<file path="src/rtl/nios_system_checkers_nios2_qsys_0_oci_dct_packer_if.sv">
// Bus bundle for the OCI DCT packer: trace-entry input, packed-word output and end-of-test status.
// Both the entry and word channels transfer on a rising clk when valid & ready; a producer that
// raises valid holds it and its payload stable until ready, and ready never depends on valid.
interface nios_system_checkers_nios2_qsys_0_oci_dct_packer_if #(
    parameter int ENTRY_W = 2,
    parameter int ENTRIES = 15,
    parameter int CNT_W   = 4,
    parameter int DROP_W  = 16
);
    logic                         in_valid;
    logic [ENTRY_W-1:0]           in_data;
    logic                         in_ready;
    logic                         test_ending;
    logic                         dct_valid;
    logic                         dct_ready;
    logic [ENTRY_W*ENTRIES-1:0]   dct_buffer;
    logic [CNT_W-1:0]             dct_count;
    logic                         test_has_ended;
    logic [DROP_W-1:0]            drop_count;

    modport slave (
        input  in_valid, in_data, test_ending, dct_ready,
        output in_ready, dct_valid, dct_buffer, dct_count, test_has_ended, drop_count
    );

    modport master (
        output in_valid, in_data, test_ending, dct_ready,
        input  in_ready, dct_valid, dct_buffer, dct_count, test_has_ended, drop_count
    );
endinterface

</file>
<file path="src/rtl/nios_system_checkers_nios2_qsys_0_oci_dct_packer.sv">
// Packs narrow OCI trace entries into wide words, flushes on test_ending and reports end of test.
// Optional dropped-entry counter is enabled by defining OCI_DCT_DROP_CNT_EN.
module nios_system_checkers_nios2_qsys_0_oci_dct_packer #(
    parameter int ENTRY_W = 2,
    parameter int ENTRIES = 15,
    parameter int CNT_W   = 4,
    parameter int DROP_W  = 16
) (
    input  logic                                       clk,
    input  logic                                       reset,
    nios_system_checkers_nios2_qsys_0_oci_dct_packer_if.slave bus,
    output logic [1:0]                                 dbg_state
);
    localparam int W = ENTRY_W * ENTRIES;

    localparam logic [1:0] ST_FILL  = 2'd0;
    localparam logic [1:0] ST_FLUSH = 2'd1;
    localparam logic [1:0] ST_DRAIN = 2'd2;
    localparam logic [1:0] ST_DONE  = 2'd3;

    localparam logic [CNT_W-1:0] FULL_CNT = CNT_W'(ENTRIES);

    logic [1:0]       state;
    logic [1:0]       state_nxt;
    logic [W-1:0]     fill_buf;
    logic [CNT_W-1:0] fill_cnt;
    logic [W-1:0]     acc_buf;
    logic [CNT_W-1:0] acc_cnt;
    logic             in_ready_w;
    logic             accept;
    logic             out_free;
    logic             load;

    logic             dct_valid_q;
    logic [W-1:0]     dct_buffer_q;
    logic [CNT_W-1:0] dct_count_q;

    assign in_ready_w = (state == ST_FILL) && (fill_cnt != FULL_CNT);
    assign accept     = bus.in_valid && in_ready_w;
    // Output slot may be reloaded in the same cycle the sink takes the current word.
    assign out_free   = !dct_valid_q || bus.dct_ready;

    // Fill contents as they will stand after this cycle's accept.
    always_comb begin
        acc_buf = fill_buf;
        acc_cnt = fill_cnt;
        if (accept) begin
            for (int k = 0; k < ENTRIES; k++) begin
                if (fill_cnt == CNT_W'(k)) begin
                    acc_buf[k*ENTRY_W +: ENTRY_W] = bus.in_data;
                end
            end
            acc_cnt = fill_cnt + CNT_W'(1);
        end
    end

    always_comb begin
        load = 1'b0;
        case (state)
            ST_FILL:  load = out_free && (acc_cnt == FULL_CNT);
            ST_FLUSH: load = out_free && (acc_cnt != '0);
            default:  load = 1'b0;
        endcase
    end

    always_comb begin
        state_nxt = state;
        case (state)
            ST_FILL: begin
                if (bus.test_ending) state_nxt = ST_FLUSH;
            end
            ST_FLUSH: begin
                // An empty fill register emits nothing; skip DRAIN if the output is already free.
                if (load)                 state_nxt = ST_DRAIN;
                else if (fill_cnt == '0)  state_nxt = out_free ? ST_DONE : ST_DRAIN;
            end
            ST_DRAIN: begin
                if (out_free) state_nxt = ST_DONE;
            end
            default: state_nxt = ST_DONE;
        endcase
    end

    always_ff @(posedge clk or posedge reset) begin
        if (reset) begin
            state        <= ST_FILL;
            fill_buf     <= '0;
            fill_cnt     <= '0;
            dct_valid_q  <= 1'b0;
            dct_buffer_q <= '0;
            dct_count_q  <= '0;
        end else begin
            state <= state_nxt;
            if (load) begin
                fill_buf     <= '0;
                fill_cnt     <= '0;
                dct_valid_q  <= 1'b1;
                dct_buffer_q <= acc_buf;
                dct_count_q  <= acc_cnt;
            end else begin
                fill_buf <= acc_buf;
                fill_cnt <= acc_cnt;
                if (bus.dct_ready) dct_valid_q <= 1'b0;
            end
        end
    end

`ifdef OCI_DCT_DROP_CNT_EN
    logic [DROP_W-1:0] drop_q;

    always_ff @(posedge clk or posedge reset) begin
        if (reset) begin
            drop_q <= '0;
        end else if ((state == ST_FILL) && bus.in_valid && !in_ready_w && (drop_q != '1)) begin
            drop_q <= drop_q + DROP_W'(1);
        end
    end

    assign bus.drop_count = drop_q;
`else
    assign bus.drop_count = {DROP_W{1'b0}};
`endif

    assign bus.in_ready       = in_ready_w;
    assign bus.dct_valid      = dct_valid_q;
    assign bus.dct_buffer     = dct_buffer_q;
    assign bus.dct_count      = dct_count_q;
    assign bus.test_has_ended = (state == ST_DONE);
    assign dbg_state          = state;
endmodule

</file>
<file path="src/flat_wrapper.sv">
// flat-port wrapper written by rule: the top's interface ports become plain ports
module nios_system_checkers_nios2_qsys_0_oci_dct_packer_flat 
#(
    parameter int ENTRY_W = 2,
    parameter int ENTRIES = 15,
    parameter int CNT_W   = 4,
    parameter int DROP_W  = 16
)
  (clk, reset, dbg_state, bus_in_valid, bus_in_data, bus_test_ending, bus_dct_ready, bus_in_ready, bus_dct_valid, bus_dct_buffer, bus_dct_count, bus_test_has_ended, bus_drop_count);
  nios_system_checkers_nios2_qsys_0_oci_dct_packer_if #(.ENTRY_W(ENTRY_W), .ENTRIES(ENTRIES), .CNT_W(CNT_W), .DROP_W(DROP_W)) bus_i ();
  input  logic clk;
  input  logic reset;
  output logic [1:0] dbg_state;
  input wire logic [$bits(bus_i.in_valid)-1:0] bus_in_valid;
  input wire logic [$bits(bus_i.in_data)-1:0] bus_in_data;
  input wire logic [$bits(bus_i.test_ending)-1:0] bus_test_ending;
  input wire logic [$bits(bus_i.dct_ready)-1:0] bus_dct_ready;
  output wire logic [$bits(bus_i.in_ready)-1:0] bus_in_ready;
  output wire logic [$bits(bus_i.dct_valid)-1:0] bus_dct_valid;
  output wire logic [$bits(bus_i.dct_buffer)-1:0] bus_dct_buffer;
  output wire logic [$bits(bus_i.dct_count)-1:0] bus_dct_count;
  output wire logic [$bits(bus_i.test_has_ended)-1:0] bus_test_has_ended;
  output wire logic [$bits(bus_i.drop_count)-1:0] bus_drop_count;
  assign bus_i.in_valid = bus_in_valid;
  assign bus_i.in_data = bus_in_data;
  assign bus_i.test_ending = bus_test_ending;
  assign bus_i.dct_ready = bus_dct_ready;
  assign bus_in_ready = bus_i.in_ready;
  assign bus_dct_valid = bus_i.dct_valid;
  assign bus_dct_buffer = bus_i.dct_buffer;
  assign bus_dct_count = bus_i.dct_count;
  assign bus_test_has_ended = bus_i.test_has_ended;
  assign bus_drop_count = bus_i.drop_count;
  nios_system_checkers_nios2_qsys_0_oci_dct_packer #(.ENTRY_W(ENTRY_W), .ENTRIES(ENTRIES), .CNT_W(CNT_W), .DROP_W(DROP_W)) u_core (.clk(clk), .reset(reset), .bus(bus_i), .dbg_state(dbg_state));
endmodule
</file>
<file path="config.mk">
export PLATFORM = sky130hd
export DESIGN_NAME = nios_system_checkers_nios2_qsys_0_oci_dct_packer_flat
export DESIGN_NICKNAME = d
export VERILOG_FILES = /design/src/rtl/nios_system_checkers_nios2_qsys_0_oci_dct_packer_if.sv /design/src/rtl/nios_system_checkers_nios2_qsys_0_oci_dct_packer.sv /design/src/flat_wrapper.sv
export SDC_FILE = /design/constraint.sdc
export NUM_CORES = 1
export LEC_CHECK = 0
export ABC_CLOCK_PERIOD_IN_PS = 3700
export CORE_MARGIN = 4
export CORE_UTILIZATION = 30
export DETAILED_ROUTE_END_ITERATION = 8
export GPL_TIMING_DRIVEN = 0
export PLACE_DENSITY = 0.51
export SETUP_SLACK_MARGIN = 0.3
export SYNTH_ARGS = -nofsm -noshare
export SYNTH_HDL_FRONTEND = slang
export SYNTH_SLANG_ARGS = --single-unit
</file>
<file path="constraint.sdc">
create_clock -name clk -period 3.7 [get_ports clk]
set_clock_uncertainty 0.2 [all_clocks]
set_input_delay 0.925 -clock clk [delete_from_list [all_inputs] [get_ports clk]]
set_output_delay 0.925 -clock clk [all_outputs]
set_load 0.05 [all_outputs]
</file>
== Word level (Yosys, flattened, before mapping) ==
Cells that the tools add are included.

* Equal/unequal tests: 22
* Reductions and logical operators: 11
* Add/subtract/negate cells: 1
* Mux-type cells: 28

{| class="wikitable"
|+ Operators with widths
! kind !! count
|-
| $mux 30 || 2
|-
| $mux 2 || 19
|-
| $eq 4x4->1 const B || 8
|-
| $eq 4x3->1 const B || 4
|-
| $eq 4x2->1 const B || 2
|-
| $mux 4 || 2
|-
| $pmux 2 s3 || 1
|-
| $add 4x1->4 const B || 1
|-
| $eq 2x2->1 const B || 2
|-
| $eq 4x1->1 const B || 1
|-
| $logic_and 1x1->1 || 4
|-
| $logic_not 4->1 || 1
|-
| $ne 4x4->1 const B || 1
|-
| $reduce_bool 4->1 || 1
|-
| $mux 1 || 3
|-
| $ne 3x1->1 const B || 1
|-
| $reduce_and 3->1 || 1
|-
| $eq 2x1->1 const B || 1
|-
| $logic_not 2->1 || 1
|-
| $ne 2x1->1 const B || 1
|-
| $ne 2x2->1 const B || 1
|-
| $pmux 1 s2 || 1
|-
| $reduce_bool 2->1 || 1
|-
| $logic_not 1->1 || 1
|-
| $logic_or 1x1->1 || 1
|}

* Word-level logic and storage cells: 68
* Flip-flop bits (word level): 71

== Depth between registers and ports, before layout ==
Gate-level depths: netlist of run 1.

* Word-level depth: 9
* Depth in mapped cells: 8

== Worst setup path after synthesis of run 1 ==
Ideal clock, no wire load.

* Kind: register to output
* Start point: register u_core.state[0], in the netlist u_core.dbg_state[0]
* End point: output bus_in_ready
* Stages on the path, launching flop included: 3
* Setup slack: 0.602 ns
* Path buffers: 1
* Arrival time: 1.973 ns
* Cells stage by stage: dfrtp_1 -> buf_2 -> nor3b_1

* Cells in the longest elaborated chain, start to end: 2

{| class="wikitable"
|+ Ends and longest elaborated chain
! item !! line !! text
|-
| start: declaration || nios_system_checkers_nios2_qsys_0_oci_dct_packer.sv:23 || <nowiki>logic [1:0] state;</nowiki>
|-
| start signal: assignment || nios_system_checkers_nios2_qsys_0_oci_dct_packer.sv:93 || <nowiki>state <= state_nxt;</nowiki>
|-
| $logic_not 2->1 || nios_system_checkers_nios2_qsys_0_oci_dct_packer.sv:38 || <nowiki>assign in_ready_w = (state == ST_FILL) && (fill_cnt != FULL_CNT);</nowiki>
|-
| $logic_and 1x1->1 || nios_system_checkers_nios2_qsys_0_oci_dct_packer.sv:38 ||
|-
| end: declaration || flat_wrapper.sv:18 || <nowiki>output wire logic [$bits(bus_i.in_ready)-1:0] bus_in_ready;</nowiki>
|}

Every way passes these cells.

== Worst setup path in the final report of run 1 ==
* Start point: register u_core.fill_cnt[0]
* End point: output bus_in_ready

* Cells in the longest elaborated chain, start to end: 2

{| class="wikitable"
|+ Ends and longest elaborated chain
! item !! line !! text
|-
| start: declaration || nios_system_checkers_nios2_qsys_0_oci_dct_packer.sv:26 || <nowiki>logic [CNT_W-1:0] fill_cnt;</nowiki>
|-
| start signal: assignment || nios_system_checkers_nios2_qsys_0_oci_dct_packer.sv:102 || <nowiki>fill_cnt <= acc_cnt;</nowiki>
|-
| $ne 4x4->1 || nios_system_checkers_nios2_qsys_0_oci_dct_packer.sv:38 ||
|-
| $logic_and 1x1->1 || nios_system_checkers_nios2_qsys_0_oci_dct_packer.sv:38 ||
|}

Every way passes these cells.

==> results of run 1 <==
-- report_power, final --
group | switching, mW | leakage (nW) | internal (mW)
Combinational | 0.0845 | 0.983 | 0.0348
Clock | 0.299 | 0.105 | 0.375
Sequential | 0.00673 | 0.978 | 0.782
-- cell usage in the layout (no fill, tap or decap), types with 2 or more instances in the layout --
cell type	instances
nand2b_1	4
nor3_1	3
nor2b_1	6
buf_4	20
clkinv_2	2
mux2_2	8
nor2_1	34
nand2_1	17
clkdlybuf4s50_1	44
a21oi_1	4
inv_1	32
dfrtp_1	71
mux2i_1	55
clkbuf_8	9
ha_1	4
clkbuf_1	2
bufinv_16	2
buf_2	5
conb_1	16
o21ai_0	4
nand3_1	2
-- routing by layer --
layer | vias to the layer above | global-route usage (%)
met3 | 6 | 3.58
li1 | 1070 | -
met1 | 1080 | 15.5
met2 | 54 | 17.7
met5 | - | 0
met4 | 0 | 4.09
-- worst max-delay path by stage --
stage / to / start / cells after the start / slack, ps
after floorplan: bus_in_ready / u_core.dbg_state[0]$_DFFE_PP0P_ / 2 / 600
after global placement: u_core.bus.dct_count[3]$_DFFE_PP0P_ / reset / 2 / -440
after detailed placement: u_core.bus.dct_buffer[6]$_DFFE_PP0P_ / bus_in_valid / 8 / 170
after CTS: bus_in_ready / u_core.fill_cnt[0]$_DFF_PP0_ / 4 / 390
after global routing: bus_in_ready / u_core.fill_cnt[0]$_DFF_PP0_ / 4 / 360
final: bus_in_ready / u_core.fill_cnt[0]$_DFF_PP0_ / 4 / 460
-- Yosys cell counts --
| cell | n |
|---|---|
| o32ai_1 | 1 |
| nand3_1 | 2 |
| and4bb_2 | 1 |
| o21a_1 | 1 |
| and4_1 | 1 |
| o41ai_1 | 1 |
| buf_4 | 20 |
| mux2_2 | 8 |
| a2bb2oi_1 | 1 |
| nor2b_1 | 6 |
| a21boi_1 | 1 |
| dfrtp_1 | 71 |
| a211oi_2 | 1 |
| a21oi_1 | 4 |
| o221ai_2 | 1 |
| nor3_1 | 3 |
| and2_1 | 1 |
| nand3_2 | 1 |
| nand2_1 | 17 |
| nor2_1 | 34 |
| mux2i_1 | 55 |
| inv_1 | 33 |
| a21o_1 | 1 |
| buf_2 | 5 |
| ha_1 | 4 |
| conb_1 | 1 |
| nand4bb_1 | 1 |
| or2_1 | 1 |
| clkbuf_1 | 2 |
| o21ai_0 | 5 |
| or3b_2 | 1 |
| nand2b_1 | 4 |
| xnor2_1 | 1 |
| mux2_1 | 1 |
| buf_6 | 1 |
| nor3b_2 | 1 |
| nor3b_1 | 1 |
| or3_1 | 1 |
-- timing repair --
item                       4_1_cts  5_1_grt
hold endpoints to repair         0        0
gates resized for setup          1        1
setup endpoints to repair        1        1
-- metrics by stage --
step / hold slack, ps / total power, mW
6_report: 300 / 1.58
2_1_floorplan: 284 / 0.893
3_5_place_dp: 292 / 0.924
4_1_cts: 311 / 1.61
5_1_grt: 322 / 1.65
3_3_place_gp: 284 / 0.923
-- registers in the layout, summed over array words and instances (netlist names) --
signal / count
u_core.fill_cnt: 4
u_core.bus.dct_count: 4
u_core.fill_buf: 30
u_core.bus.dct_buffer: 30
u_core.dbg_state: 2
u_core.bus.dct_valid: 1
-- final cells by class --
cell class                      instances  area (um2)
Sequential cell                        71        1780
Tap cell                              140         175
Timing Repair Buffer                   45         449
Fill cell                            1110        6600
Multi-Input combinational cell        178        1260
Clock inverter                          6        86.3
Clock buffer                            9         124
Buffer                                 28         194
Inverter                               33         126
-- cells by family (layout without fill, tap and decap cells) --
logic type	Yosys count	in the layout
adders and majority gates	4	4
buffers and inverters	61	121
and+or+nand+nor	76	76
muxes	64	64
other	1	16
AOI/OAI and AO/OA	17	17
xor gates and xnor gates	1	1
DFF	71	71
-- critical path: cells and delay by family (launching register included) --
family,cells,cell delay [ps]
fa+ha+maj,1,320
buf+inv,1,570
flops,1,470
simple gates,2,430
==> flow_metrics.env, run 1 <==
export IMPL_status="complete, no violations"
export IMPL_cp_end_kind="output pin"
export IMPL_fin_util_pct=38.8
export IMPL_cap_viol_max_count=0
export IMPL_cts_setup_buffers=0
export IMPL_ctsHoldBuffers=0
export IMPL_clock_sinks=71
export IMPL_synth_simple_area_share_pct=11.2
export IMPL_pre_cts_ws_ps=174
export IMPL_die_y_um=113
export IMPL_synth_seq_cells=71
export IMPL_diodes=0
export IMPL_hold_violations=0
export IMPL_synth_adder_area_share_pct=1.52
export IMPL_clk_pin_slew_worst_paths_ps=80
export IMPL_synthCells=295
export IMPL_worstSetupPathType="reg2out"
export IMPL_r2r_end="u_core.bus.dct_buffer[0]$_DFFE_PP0P_"
export IMPL_leakage_nw=2.07
export IMPL_grt_overflow=0
export IMPL_synth_top_family_by_area="multiplexers"
export IMPL_yosysSeqAreaShare_pct=53.8
export IMPL_cpMaxStageDelayCell="dlygate4sd2_1"
export IMPL_ir_drop_uv=177
export IMPL_root_buffer="clkbuf_8"
export IMPL_arrival_ps=2120
export IMPL_met3_length_um=404
export IMPL_fmax_mhz=308
export IMPL_rows=38
export IMPL_cts_tree="built"
export IMPL_m1WireLength_um=3380
export IMPL_drive_gt1_share_pct=15.1
export IMPL_first_pass_iters=4
export IMPL_period_needed_ps=3240
export IMPL_slew_violations=0
export IMPL_wl_per_cell_um=13.9
export IMPL_setup_slack_ps=458
export IMPL_hold_start="u_core.bus.dct_buffer[27]$_DFFE_PP0P_"
export IMPL_fp_coreArea_um2=10800
export IMPL_rsz0062_at_grt="no"
export IMPL_ys_warn_count=0
export IMPL_synth_xor_area_share_pct=0.265
export IMPL_gp_congestion=0.764
export IMPL_initial_core_util_pct=30.6
export IMPL_required_ps=2570
export IMPL_nNetsFinal=377
export IMPL_reg2reg_setup_slack_ps=1000
export IMPL_grt_pass1_vias=2325
export IMPL_critPathMaxStageDelay_ps=570
export IMPL_setup_tns_ps=0
export IMPL_synth_top_area_share_pct=53.8
export IMPL_start_kind="flop"
export IMPL_slew_headroom_pct=41.5
export IMPL_synthMuxAreaShare_pct=19.8
export IMPL_cts_inserted_buffers=9
export IMPL_synth_compound_gate_area_share_pct=3.68
export IMPL_ios=62
export IMPL_grtUsageTotal_pct=11.5
export IMPL_whs_path_depth=1
export IMPL_final_antenna_net_count=0
export IMPL_top_layer="met4"
export IMPL_ctsLongestPathBuffers=2
export IMPL_drc=0
export IMPL_vias_per_cell=4.33
export IMPL_clock_latency_ps=350
export IMPL_numPortBuffers=45
export IMPL_routed_wl_um=7070
export IMPL_synth_cell_types=38
export IMPL_die_area_um2=12700
export IMPL_drt_iter0_markers=52
export IMPL_p_per_area_nw_per_um2=377
export IMPL_synth_avg_cell_area_um2=11.2
export IMPL_tightest_slew_ps=877
export IMPL_synth_area_top_cells="dfrtp_1, mux2i_1, buf_4, nor2_1, inv_1"
export IMPL_grt_pass1_wl_um=11600
export IMPL_detailed_place_hpwl_um=4850
export IMPL_hold_end="u_core.bus.dct_buffer[27]$_DFFE_PP0P_"
export IMPL_hold_class="reg2reg"
export IMPL_finalInstanceArea_um2=4190
export IMPL_worstReg2RegStart="u_core.fill_cnt[0]$_DFF_PP0_"
export IMPL_crit_chain="ha_1, nand3_1, nor3b_1, dlygate4sd2_1"
export IMPL_setup_viol=0
export IMPL_fin_crit_sh_pct=87.6
export IMPL_reg2reg_depth=8
export IMPL_synth_area_um2=3300
export IMPL_fp_dieW_um=113
export IMPL_crit_fanout=7
export IMPL_synthToLayoutAreaGrowth_pct=27.1
export IMPL_layoutNonFillerInstCount=510
export IMPL_placed_area_um2=3980
export IMPL_antenna_found_initial=0
export IMPL_dp_cells=495
export IMPL_htreeDepth=3
export IMPL_vias=2210
export IMPL_met2_length_um=3230
export IMPL_synth_top_cell_by_area="dfrtp_1"
export IMPL_grt_max_degree=72
No activity file was read; power rests on OpenSTA's default activity.
==> run 2: changes to the inputs <==
Settings changed: CORE_ASPECT_RATIO set to 1.4, CTS_CLUSTER_DIAMETER set to 80, RECOVER_POWER set to 100.
==> run 2 against run 1 <==
Effect of this change: fmax shrank 0.36%; sequential power is essentially flat; global-route usage grew 0.50 points; cell count grew 0.20%; critical endpoint is now u_core.bus.dct_buffer[3]$_DFFE_PP0P_; largest cell class unchanged.
==> flow_metrics.env, run 2 (synthesis results as in run 1) <==
export IMPL_wl_per_cell_um=13.9
export IMPL_ios=62
export IMPL_htreeDepth=3
export IMPL_crit_fanout=10
export IMPL_hold_violations=0
export IMPL_status="complete, no violations"
export IMPL_synthToLayoutAreaGrowth_pct=28.5
export IMPL_gp_congestion=0.802
export IMPL_clock_latency_ps=330
export IMPL_ctsLongestPathBuffers=2
export IMPL_layoutNonFillerInstCount=511
export IMPL_final_antenna_net_count=0
export IMPL_dp_cells=496
export IMPL_drc=0
export IMPL_finalInstanceArea_um2=4240
export IMPL_rows=45
export IMPL_cap_viol_max_count=0
export IMPL_nNetsFinal=377
export IMPL_slew_violations=0
export IMPL_drive_gt1_share_pct=14.3
export IMPL_leakage_nw=2.20
export IMPL_rsz0062_at_grt="no"
export IMPL_fmax_mhz=307
export IMPL_fillers=1100
export IMPL_setup_viol=0
export IMPL_drt_iter0_markers=60
export IMPL_start_kind="input pin"
export IMPL_antenna_found_initial=0
export IMPL_finalPower_mw=1.68
export IMPL_fp_coreArea_um2=10800
export IMPL_hold_ws_ps=281
export IMPL_reg2reg_depth=8
export IMPL_cts_inserted_buffers=9
export IMPL_grt_pass1_vias=2364
export IMPL_worstSetupPathType="in2reg"
export IMPL_placed_area_um2=3990
export IMPL_use_met1_pct=14.8
export IMPL_cpMaxStageDelayCell="dlygate4sd3_1"
export IMPL_hold_class="reg2reg"
export IMPL_top_usage_layer="met2"
export IMPL_final_cell_mix="dfrtp_1, mux2i_1, dlygate4sd3_1, nor2_1, inv_1"
export IMPL_fin_crit_sh_pct=87.9
export IMPL_path_delay_family="buffers and inverters"
export IMPL_initial_core_util_pct=30.5
export IMPL_grt_util_met2_pct=19.1
export IMPL_tightest_slew_ps=1460
export IMPL_pre_cts_ws_ps=248
export IMPL_grt_overflow=0
export IMPL_routed_wl_um=7110
export IMPL_diodes=0
export IMPL_arrival_ps=3310
export IMPL_setup_tns_ps=0
export IMPL_ir_drop_uv=209
export IMPL_detailed_place_hpwl_um=5030
export IMPL_p_per_area_nw_per_um2=397
export IMPL_critPathBufInv=3
export IMPL_numPortBuffers=45
export IMPL_grt_use_met3_pct=2.96
export IMPL_required_ps=3760
export IMPL_clock_sinks=71
export IMPL_ctsHoldBuffers=0
export IMPL_die_area_um2=12800
export IMPL_cts_tree="built"
export IMPL_worst_path_stages=8
export IMPL_setup_slack_ps=446
export IMPL_period_needed_ps=3250
export IMPL_cp_end_kind="flop"
export IMPL_grt_max_degree=72
export IMPL_slew_headroom_pct=2.27
export IMPL_fp_dieW_um=96.6
export IMPL_grtUsageTotal_pct=12.0
export IMPL_whs_path_depth=1
export IMPL_first_pass_iters=4
export IMPL_die_y_um=132
export IMPL_layout_commonest_cell="dfrtp_1"
export IMPL_fin_util_pct=39.2
export IMPL_root_buffer="clkbuf_16"
export IMPL_grt_pass1_wl_um=12100
export IMPL_vias_per_cell=4.36
export IMPL_critPathMaxStageDelay_ps=590
export IMPL_clk_pin_slew_worst_paths_ps=50
export IMPL_crit_chain="dlygate4sd3_1, nor3b_2, and4_1, o221ai_1, a211oi_2, buf_4, buf_6, mux2i_1"
export IMPL_vias=2228
==> run 2: cell types whose count changed in the layout (fill, tap and decap cells not counted), sizes merged <==
cell / change
buf: -1
bufinv: -2
clkbuf: +4
clkdlybuf4s50: -40
clkinv: -2
clkinvlp: +1
dlygate4sd3: +40
==> run 2: routing by layer <==
| metal | part of all wire, % | vias up |
|---|---|---|
| met1 | 43 | 1093 |
| met4 | 2.9 | 0 |
| met3 | 4.3 | 15 |
| li1 | - | 1066 |
| met5 | 0 | - |
| met2 | 50 | 54 |
==> run 2: path summary, 6_finish.rpt <==
path | slack, ps | start | end
worst min-delay path | 280 | u_core.bus.dct_buffer[27]$_DFFE_PP0P_ | u_core.bus.dct_buffer[27]$_DFFE_PP0P_
max in group asynchronous | 1130 | reset | u_core.fill_cnt[0]$_DFF_PP0_
worst min register to register | 280 | u_core.bus.dct_buffer[27]$_DFFE_PP0P_ | u_core.bus.dct_buffer[27]$_DFFE_PP0P_
worst max-delay path | 450 | bus_in_valid | u_core.bus.dct_buffer[3]$_DFFE_PP0P_
worst max register to register | 1000 | u_core.fill_cnt[0]$_DFF_PP0_ | u_core.bus.dct_buffer[3]$_DFFE_PP0P_
min in group asynchronous | 1280 | reset | u_core.bus.dct_buffer[13]$_DFFE_PP0P_
==> run 2: layout make-up <==
type,instances,area [um2],area share [%]
multi-input combinational,178,1250,29.6
inverter,33,124,2.92
clock buffer,12,246,5.81
sequential,71,1780,41.9
timing repair buffer,45,449,10.6
clock inverter,3,20.0,0.472
buffer,28,191,4.52
tap,141,176,4.16
==> run 2: repair_timing <==
| action | CTS | global route |
|---|---|---|
| resized for setup | 1 | 0 |
| endpoints found under the setup margin | 1 | 0 |
| setup buffers | 0 | 0 |
==> run 2: worst register-to-register path, cell delays in order (launching register included) <==
cell	delay [ps]
dfrtp_1	460
ha_1	320
and4bb_2	280
nand3_2	130
o221ai_1	210
a211oi_2	380
buf_4	250
buf_6	200
mux2i_1	200
==> run 2: power by group <==
| part | leakage (nW) | internal, mW | switching, mW |
|---|---|---|---|
| sequential | 0.978 | 0.783 | 0.00662 |
| clock | 0.125 | 0.467 | 0.310 |
| combinational | 1.10 | 0.0337 | 0.0840 |
